### config.mk
export PLATFORM = sky130hd
export DESIGN_NAME = load_cdb_arbiter
export DESIGN_NICKNAME = d
export VERILOG_FILES = /design/src/rtl/core_pkg.sv /design/src/rtl/wb_fifo.sv /design/src/rtl/load_cdb_arbiter.sv
export SDC_FILE = /design/constraint.sdc
export NUM_CORES = 1
export LEC_CHECK = 0
export CAP_MARGIN = 20
export CORE_UTILIZATION = 37
export DETAILED_ROUTE_END_ITERATION = 7
export GPL_ROUTABILITY_DRIVEN = 0
export PLACE_DENSITY = 0.56
export SLEW_MARGIN = 20
export SYNTH_ARGS = -nofsm -noshare
export SYNTH_HDL_FRONTEND = slang
export SYNTH_SLANG_ARGS = --single-unit
### constraint.sdc
create_clock -name clk -period 7.49 [get_ports clk]
set_clock_uncertainty 0.1 [all_clocks]
set_input_delay 1.8725 -clock clk [delete_from_list [all_inputs] [get_ports clk]]
set_output_delay 1.8725 -clock clk [all_outputs]
set_load 0.05 [all_outputs]
### src/rtl/core_pkg.sv
// Shared writeback types: the CDB packet carried through the load buffer and onto the CDB,
// plus the source encodings used by the arbiter.
package core_pkg;

  localparam int CDB_DATA_W = 32;
  localparam int CDB_ROB_W  = 6;

  typedef struct packed {
    logic [CDB_ROB_W-1:0]  rob;
    logic [CDB_DATA_W-1:0] data;
  } cdb_pkt_t;

  localparam logic CDB_SRC_ALU  = 1'b0;
  localparam logic CDB_SRC_LOAD = 1'b1;

  typedef enum logic {
    GRANT_ALU  = 1'b0,
    GRANT_LOAD = 1'b1
  } grant_e;

  function automatic cdb_pkt_t make_pkt(input logic [CDB_ROB_W-1:0] rob,
                                        input logic [CDB_DATA_W-1:0] data);
    cdb_pkt_t p;
    p.rob  = rob;
    p.data = data;
    return p;
  endfunction

endpackage

### src/rtl/wb_fifo.sv
// Small synchronous FIFO of CDB packets. Pointers carry a wrap bit so occupancy is a plain
// pointer difference; a push into a full FIFO is accepted only when a pop frees the head slot.
module wb_fifo
  import core_pkg::*;
#(
  parameter int DEPTH = 4
) (
  input  logic                   clk,
  input  logic                   rst,
  input  logic                   push,
  input  cdb_pkt_t               din,
  input  logic                   pop,
  output cdb_pkt_t               dout,
  output logic                   full,
  output logic                   empty,
  output logic [$clog2(DEPTH):0] count
);

  localparam int AW = $clog2(DEPTH);

  cdb_pkt_t      mem_q [DEPTH];
  cdb_pkt_t      mem_d [DEPTH];
  logic [AW:0]   wr_ptr_q, wr_ptr_d;
  logic [AW:0]   rd_ptr_q, rd_ptr_d;
  logic          push_ok;
  logic          pop_ok;

  assign count = wr_ptr_q - rd_ptr_q;
  assign empty = (wr_ptr_q == rd_ptr_q);
  assign full  = (count == (AW+1)'(DEPTH));
  assign dout  = mem_q[rd_ptr_q[AW-1:0]];

  // When full, the write slot is the head slot; the pop reads it this cycle before it is reused.
  assign pop_ok  = pop && !empty;
  assign push_ok = push && (!full || pop_ok);

  always_comb begin
    mem_d    = mem_q;
    wr_ptr_d = wr_ptr_q;
    rd_ptr_d = rd_ptr_q;
    if (push_ok) begin
      mem_d[wr_ptr_q[AW-1:0]] = din;
      wr_ptr_d                = wr_ptr_q + 1'b1;
    end
    if (pop_ok) begin
      rd_ptr_d = rd_ptr_q + 1'b1;
    end
  end

  always_ff @(posedge clk or posedge rst) begin
    if (rst) begin
      wr_ptr_q <= '0;
      rd_ptr_q <= '0;
      for (int i = 0; i < DEPTH; i++) begin
        mem_q[i] <= '0;
      end
    end else begin
      wr_ptr_q <= wr_ptr_d;
      rd_ptr_q <= rd_ptr_d;
      mem_q    <= mem_d;
    end
  end

endmodule

### src/rtl/load_cdb_arbiter.sv
// Writeback stage behind the load queue: buffers unstallable load completions and merges them
// with ALU results onto a single registered CDB port, alternating fairly unless loads back up.
module load_cdb_arbiter
  import core_pkg::*;
#(
  parameter int DATA_W    = CDB_DATA_W,
  parameter int ROB_W     = CDB_ROB_W,
  parameter int LDB_DEPTH = 4
) (
  input  logic                       clk,
  input  logic                       rst,
  input  logic                       ld_valid,
  input  logic [ROB_W-1:0]           ld_rob,
  input  logic [DATA_W-1:0]          ld_data,
  input  logic                       alu_valid,
  input  logic [ROB_W-1:0]           alu_rob,
  input  logic [DATA_W-1:0]          alu_data,
  output logic                       alu_ready,
  output logic                       cdb_valid,
  output logic [ROB_W-1:0]           cdb_rob,
  output logic [DATA_W-1:0]          cdb_data,
  output logic                       cdb_src,
  input  logic                       cdb_ready,
  output logic [$clog2(LDB_DEPTH):0] ld_count,
  output logic                       ld_overflow
);

  localparam int CW = $clog2(LDB_DEPTH) + 1;

  cdb_pkt_t fifo_head;
  cdb_pkt_t ld_pkt;
  logic     fifo_full;
  logic     fifo_empty;
  logic     fifo_push;
  logic     fifo_pop;

  logic     slot_free;
  logic     ld_cand;
  logic     near_full;
  logic     ld_wins;
  logic     grant_ld;
  logic     grant_alu;
  logic     bypass;
  logic     drop;

  logic     cdb_valid_q, cdb_valid_d;
  cdb_pkt_t cdb_pkt_q, cdb_pkt_d;
  logic     cdb_src_q, cdb_src_d;
  grant_e   last_grant_q, last_grant_d;
  logic     ld_overflow_q, ld_overflow_d;

  wb_fifo #(
    .DEPTH (LDB_DEPTH)
  ) u_ld_fifo (
    .clk   (clk),
    .rst   (rst),
    .push  (fifo_push),
    .din   (make_pkt(ld_rob, ld_data)),
    .pop   (fifo_pop),
    .dout  (fifo_head),
    .full  (fifo_full),
    .empty (fifo_empty),
    .count (ld_count)
  );

  assign slot_free = !cdb_valid_q || cdb_ready;
  assign ld_cand   = !fifo_empty || ld_valid;
  assign near_full = (ld_count >= CW'(LDB_DEPTH - 1));

  // A near-full buffer overrides round-robin so unstallable loads are not lost.
  assign ld_wins   = ld_cand && (!alu_valid || near_full || (last_grant_q == GRANT_ALU));
  assign grant_ld  = slot_free && ld_wins;
  assign grant_alu = slot_free && alu_valid && !ld_wins;
  assign alu_ready = grant_alu;

  assign bypass    = grant_ld && fifo_empty;
  assign fifo_pop  = grant_ld && !fifo_empty;
  assign fifo_push = ld_valid && !bypass;
  assign drop      = fifo_push && fifo_full && !fifo_pop;
  assign ld_pkt    = fifo_empty ? make_pkt(ld_rob, ld_data) : fifo_head;

  always_comb begin
    cdb_valid_d   = cdb_valid_q;
    cdb_pkt_d     = cdb_pkt_q;
    cdb_src_d     = cdb_src_q;
    last_grant_d  = last_grant_q;
    ld_overflow_d = ld_overflow_q || drop;
    if (grant_ld) begin
      cdb_valid_d  = 1'b1;
      cdb_pkt_d    = ld_pkt;
      cdb_src_d    = CDB_SRC_LOAD;
      last_grant_d = GRANT_LOAD;
    end else if (grant_alu) begin
      cdb_valid_d  = 1'b1;
      cdb_pkt_d    = make_pkt(alu_rob, alu_data);
      cdb_src_d    = CDB_SRC_ALU;
      last_grant_d = GRANT_ALU;
    end else if (slot_free) begin
      cdb_valid_d  = 1'b0;
    end
  end

  always_ff @(posedge clk or posedge rst) begin
    if (rst) begin
      cdb_valid_q   <= 1'b0;
      cdb_pkt_q     <= '0;
      cdb_src_q     <= CDB_SRC_ALU;
      last_grant_q  <= GRANT_ALU;
      ld_overflow_q <= 1'b0;
    end else begin
      cdb_valid_q   <= cdb_valid_d;
      cdb_pkt_q     <= cdb_pkt_d;
      cdb_src_q     <= cdb_src_d;
      last_grant_q  <= last_grant_d;
      ld_overflow_q <= ld_overflow_d;
    end
  end

  assign cdb_valid   = cdb_valid_q;
  assign cdb_rob     = cdb_pkt_q.rob;
  assign cdb_data    = cdb_pkt_q.data;
  assign cdb_src     = cdb_src_q;
  assign ld_overflow = ld_overflow_q;

endmodule

# == Word level (Yosys, flattened, before mapping) ==
# Index checks and enable logic that the tools add are counted.
# op_classes
magnitude_cmp,4
reduce_logical,27
n_eq_ne,2
bitwise_logic,3
n_mux,14
add_sub_neg,3
# ops
operator,n
$mux 38,6
$bwmux 152,1
$bmux 38 s2,1
$demux 38 s2,1
$logic_and 1x1->1,12
$logic_not 1->1,7
$add 3x1->3 const B,2
$ge 3x3->1 const B,2
$logic_or 1x1->1,6
$not 2->3,2
$mux 1,5
$eq 3x3->1,1
$eq 3x3->1 const B,1
$ge 3x2->1 const B,1
$lt 3x1->1 const B,1
$reduce_bool 3->1,1
$sub 3x3->3,1
$reduce_bool 2->1,1
$not 1->1,1
# word_totals
out_inout_bits,45
elab_cells,68
input_bits,81
regBits,199

# == Depth between registers and ports, before layout ==
# depth
depth_word,12
mapped_depth,11
mapped_depth_nobuf,8

# == By module ==
# A second synthesis with hierarchy kept.
# hier_totals
cells_unflattened,738
hier_area_um2,9551.7
# modules_own_cells
mod,n_inst,seq_area_each_um2,cells_each,area_per_inst_um2
wb_fifo,1,3953.8,466,6931.6
load_cdb_arbiter,1,1026.0,272,2620.0

# == Worst setup path after synthesis ==
# OpenSTA, ideal clock, no wires.
# synth_path
path_type,register to output
from,register u_ld_fifo.rd_ptr_q[1]
to,output alu_ready
stages_incl_launch_ff,10
arrival_time_ns,3.389
t_required_ns,5.517
setup_slack_ns,2.129
n_path_buf,3
path_cell_list,dfrtp_1 -> buf_1 -> clkbuf_1 -> inv_1 -> fa_1 -> xnor3_1 -> nor3_2 -> buf_2 -> nor2_1 -> nor2_1
# synth_via
elab_chain_len,7
elab_cells_between_ends,10
cone_classes,add/sub: 1; order compare: 1; eq/ne: 1; reduce/logical: 7
# synth_rtl
item,line_no,rtl
"start, declared",wb_fifo.sv:24,"logic [AW:0] rd_ptr_q, rd_ptr_d;"
"start signal, assigned",wb_fifo.sv:59,rd_ptr_q <= rd_ptr_d;
$sub 3x3->3,wb_fifo.sv:28,assign count = wr_ptr_q - rd_ptr_q;
named net ld_count[2],load_cdb_arbiter.sv:24,"output logic [$clog2(LDB_DEPTH):0] ld_count,"
$ge 3x2->1,load_cdb_arbiter.sv:68,assign near_full = (ld_count >= CW'(LDB_DEPTH - 1));
$logic_or 1x1->1 (2 in a row),load_cdb_arbiter.sv:71,assign ld_wins = ld_cand && (!alu_valid || near_full || (last_grant_q == GRANT_ALU));
$logic_and 1x1->1,load_cdb_arbiter.sv:71,
$logic_not 1->1,load_cdb_arbiter.sv:73,assign grant_alu = slot_free && alu_valid && !ld_wins;
$logic_and 1x1->1,load_cdb_arbiter.sv:73,
"end, declared",load_cdb_arbiter.sv:18,"output logic alu_ready,"
# The timed path passes the listed nets, and every way through them passes these cells.

# == Final worst setup path ==
# layout_path
from,input alu_valid
to,output alu_ready
# layout_via
elab_chain_len,6
elab_cells_between_ends,7
cone_classes,reduce/logical: 7
# layout_rtl
item,line_no,rtl
"start, declared",load_cdb_arbiter.sv:15,"input logic alu_valid,"
$logic_not 1->1,load_cdb_arbiter.sv:71,
$logic_or 1x1->1 (2 in a row),load_cdb_arbiter.sv:71,
$logic_and 1x1->1,load_cdb_arbiter.sv:71,
$logic_not 1->1,load_cdb_arbiter.sv:73,
$logic_and 1x1->1 *,load_cdb_arbiter.sv:73,
# Mark *: on every way between the ends. The rest lies on a longest branch, timed or not.

==> impl_metrics.env <==
export IMPL_powerDensity_nw_per_um2=536.5
export IMPL_post_route_min_period_ps=5945
export IMPL_fin_crit_sh_pct=79.37
export IMPL_syn_to_final_growth_pct=14.07
export IMPL_synth_compound_area_share_pct=28.06
export IMPL_synthArstFlopShare_pct=100.0
export IMPL_antenna_found_initial=0
export IMPL_syn_nets=1709
export IMPL_vias=13570
export IMPL_synth_edf_count=0
export IMPL_slew_headroom_pct=27.54
export IMPL_die_area_um2=37790
export IMPL_ant_nets=0
export IMPL_io_pins=126
export IMPL_fmax_mhz=168.2
export IMPL_cts_max_path_buffers=2
export IMPL_finalHoldViolCount=0
export IMPL_placed_area_um2=15080
export IMPL_drc_errors=0
export IMPL_firstDrtPassIters=5
export IMPL_post_place_ws_ps=1540
export IMPL_setup_violations=0
export IMPL_synth_top_cell_area_share_pct=36.36
export IMPL_h_tree_depth=4
export IMPL_ctsHoldBuffers=0
export IMPL_dieWidth_um=194.4
export IMPL_synth_mux_area_share_pct=6.249
export IMPL_place_hpwl_mm=24.55
export IMPL_synth_seq_cells=199
export IMPL_cts_sinks=199
export IMPL_ir_worst_vdd_mv=0.8654
export IMPL_synth_top_area_cell="dfrtp_1"
export IMPL_core_um2=36520
export IMPL_holdCritStartpoint="u_ld_fifo.mem_q[66]"
export IMPL_rsz0062_at_grt="no"
export IMPL_whs_endpoint="u_ld_fifo.mem_q[66]"
export IMPL_synth_distinct_cells=40
export IMPL_cap_violations=0
export IMPL_port_buffers=125
export IMPL_regToRegSetupSlack_ps=3460
export IMPL_drt_wl_total_mm=48.87
export IMPL_synth_top_family_by_area="compound AO/OA/AOI/OAI gates"
export IMPL_grt_first_pass_wirelength_mm=77.13
export IMPL_nFillCells=3579
export IMPL_end_kind="output pin"
export IMPL_via_per_inst=6.595
export IMPL_synth_top_flop_cell="dfrtp_1"
export IMPL_stdcell_area_um2=15620
export IMPL_r2r_end="cdb_data[1]"
export IMPL_worst_slew_pin_slew_ps=1085
export IMPL_hold_path_depth=2
export IMPL_tns_ps=0
export IMPL_synthesis_area_um2=13700
export IMPL_track_usage_pct=25.64
export IMPL_syn_inst=1620
export IMPL_grt_pass1_vias=13430
export IMPL_worstPathArrival_ps=3970
export IMPL_power_total_w=0.008382
export IMPL_cts_resized=0
export IMPL_drtIter0Drc=1281
export IMPL_clk_root_buffer_cell="clkbuf_16"
export IMPL_drive_above_1_share_pct=6.986
export IMPL_criticalPathCategory="in2out"
export IMPL_reg2reg_depth=9
export IMPL_maxSlewViolCount=0
export IMPL_cts_tree="yes"
export IMPL_n_antenna_cell=0
export IMPL_yosys_area_share_simple_pct=21.82
export IMPL_clock_latency_ps=470
export IMPL_p_leak_nw=5.889
export IMPL_synth_adder_area_share_pct=0.7857
export IMPL_start_util_pct=37.50
export IMPL_cp_start_kind="primary input"
export IMPL_r2r_start="u_ld_fifo.wr_ptr_q[0]"
export IMPL_critPathMaxFanout=6
export IMPL_synth_xor_area_share_pct=0.4202
export IMPL_post_cts_buffers=0
export IMPL_cts_buffers=17
export IMPL_clk_pin_slew_ps=70
export IMPL_hold_slack_ps=442.5
export IMPL_seq_area_frac_synth_pct=36.36
export IMPL_rows=70
export IMPL_layout_setup_ws_ps=1545
export IMPL_synth_yosys_warnings=0
export IMPL_hold_path_class="reg2reg"
export IMPL_status="complete, no violations"
export IMPL_synthTopCellsByArea="dfrtp_1 (36%), nand3_1 (13%), o211ai_1 (8.5%)"
export IMPL_avgRoutedWirePerCell_um=23.76
export IMPL_syn_area_per_cell_um2=8.454
export IMPL_grt_max_degree=158
export IMPL_cp_data_required_time_ps=5520
export IMPL_grt_ovfl_total=0
export IMPL_final_nets=1666
export IMPL_die_h_um=194.4
## cells in the final DEF, fill, tap and decap left out, types with 4 or more instances in the layout
| cell type | count |
|---|---|
| and3_1 | 153 |
| buf_12 | 4 |
| a31oi_1 | 77 |
| buf_4 | 18 |
| o211ai_1 | 155 |
| o21ai_0 | 31 |
| nand2_1 | 7 |
| clkbuf_16 | 17 |
| mux4_2 | 38 |
| inv_1 | 6 |
| clkdlybuf4s50_1 | 124 |
| nand3_1 | 346 |
| dfrtp_1 | 197 |
| o21ai_1 | 7 |
| a21boi_0 | 153 |
| a21oi_1 | 153 |
| nor2_1 | 44 |
## sequential cells by signal (all words and copies together), names as in the netlist
| name | flops |
|---|---|
| cdb_valid | 1 |
| u_ld_fifo.rd_ptr_q | 3 |
| ld_overflow | 1 |
| u_ld_fifo.wr_ptr_q | 3 |
| u_ld_fifo.mem_q | 152 |
| cdb_rob | 6 |
| cdb_data | 32 |
| last_grant_q | 1 |
## logic make-up (layout without fill, tap and decap cells)
family                   count (synthesis)  count (layout)
AO/OA/AOI/OAI                          588             588
AND/OR/NAND/NOR                        565             565
buffers and inverters                  217             186
flip-flops                             199             199
multiplexers                            38              38
adder cells (fa/ha/maj)                  8               8
XOR/XNOR                                 5               5
## Yosys cell counts, types with 2 or more instances
| cell type | n |
|---|---|
| nand2_1 | 7 |
| nand2b_1 | 2 |
| nor2_1 | 45 |
| clkbuf_1 | 160 |
| o21ai_1 | 8 |
| mux4_2 | 38 |
| inv_1 | 7 |
| ha_1 | 7 |
| a41oi_1 | 2 |
| buf_1 | 15 |
| xor2_1 | 2 |
| nor2b_1 | 2 |
| a21oi_1 | 154 |
| and3_1 | 153 |
| a31oi_1 | 78 |
| a21boi_0 | 153 |
| o211ai_1 | 155 |
| dfrtp_1 | 199 |
| buf_2 | 34 |
| nand3b_1 | 2 |
| or3_1 | 2 |
| o21ai_0 | 31 |
| nand3_1 | 346 |
| xnor2_1 | 2 |
## how the worst max path moves through the flow
| stage | slack (ps) | depth (start not counted) | start | endpoint |
|---|---|---|---|---|
| 2_1_floorplan | 90 | 1 | rst | cdb_data[0] |
| 6_report | 1540 | 6 | alu_valid | alu_ready |
| 3_5_place_dp | 1540 | 6 | alu_valid | alu_ready |
| 4_1_cts | 1540 | 6 | alu_valid | alu_ready |
| 5_1_grt | 1430 | 6 | alu_valid | alu_ready |
| 3_3_place_gp | 1550 | 6 | alu_valid | alu_ready |
## worst max-delay path: stages
cell	delay, ps
clkdlybuf4s50_1	700
nand2_1	190
nor3_4	210
nor2_1	80
nor2_1	110
clkdlybuf4s50_1	810
## per-layer routing
layer | GRT usage [%] | up-vias | wire length, um
met5 | 0 | - | 0
met4 | 10.11 | 0 | 1179
met3 | 3.227 | 64 | 2256
met2 | 42.10 | 449 | 23360
met1 | 34.33 | 6967 | 22080
li1 | - | 6085 | -
## report_power, final
| part | internal (W) | switching (W) |
|---|---|---|
| Combinational | 0.00186 | 0.00363 |
| Sequential | 0.00160 | 0.000376 |
| Clock | 0.000429 | 0.000485 |
## cell type report
cell class              instances  area (um^2)  share of cell area, %
clock buffers                  18        429.2                  2.747
clock inverters                13        101.3                 0.6487
inverters                       7        33.78                 0.2162
multi-input cells            1204         8011                  51.28
flip-flops and latches        199         4982                  31.89
well taps                     468        585.6                  3.748
repair buffers                148         1479                  9.467
## metrics by stage
stage / cells / util [%]
2_1_floorplan: 1620 / -
3_3_place_gp: 2026 / 41.29
3_5_place_dp: 2026 / 41.29
4_1_cts: 2057 / 42.74
5_1_grt: 2057 / 42.77
6_report: 2057 / 42.77
(Power assumes the default switching activity.)
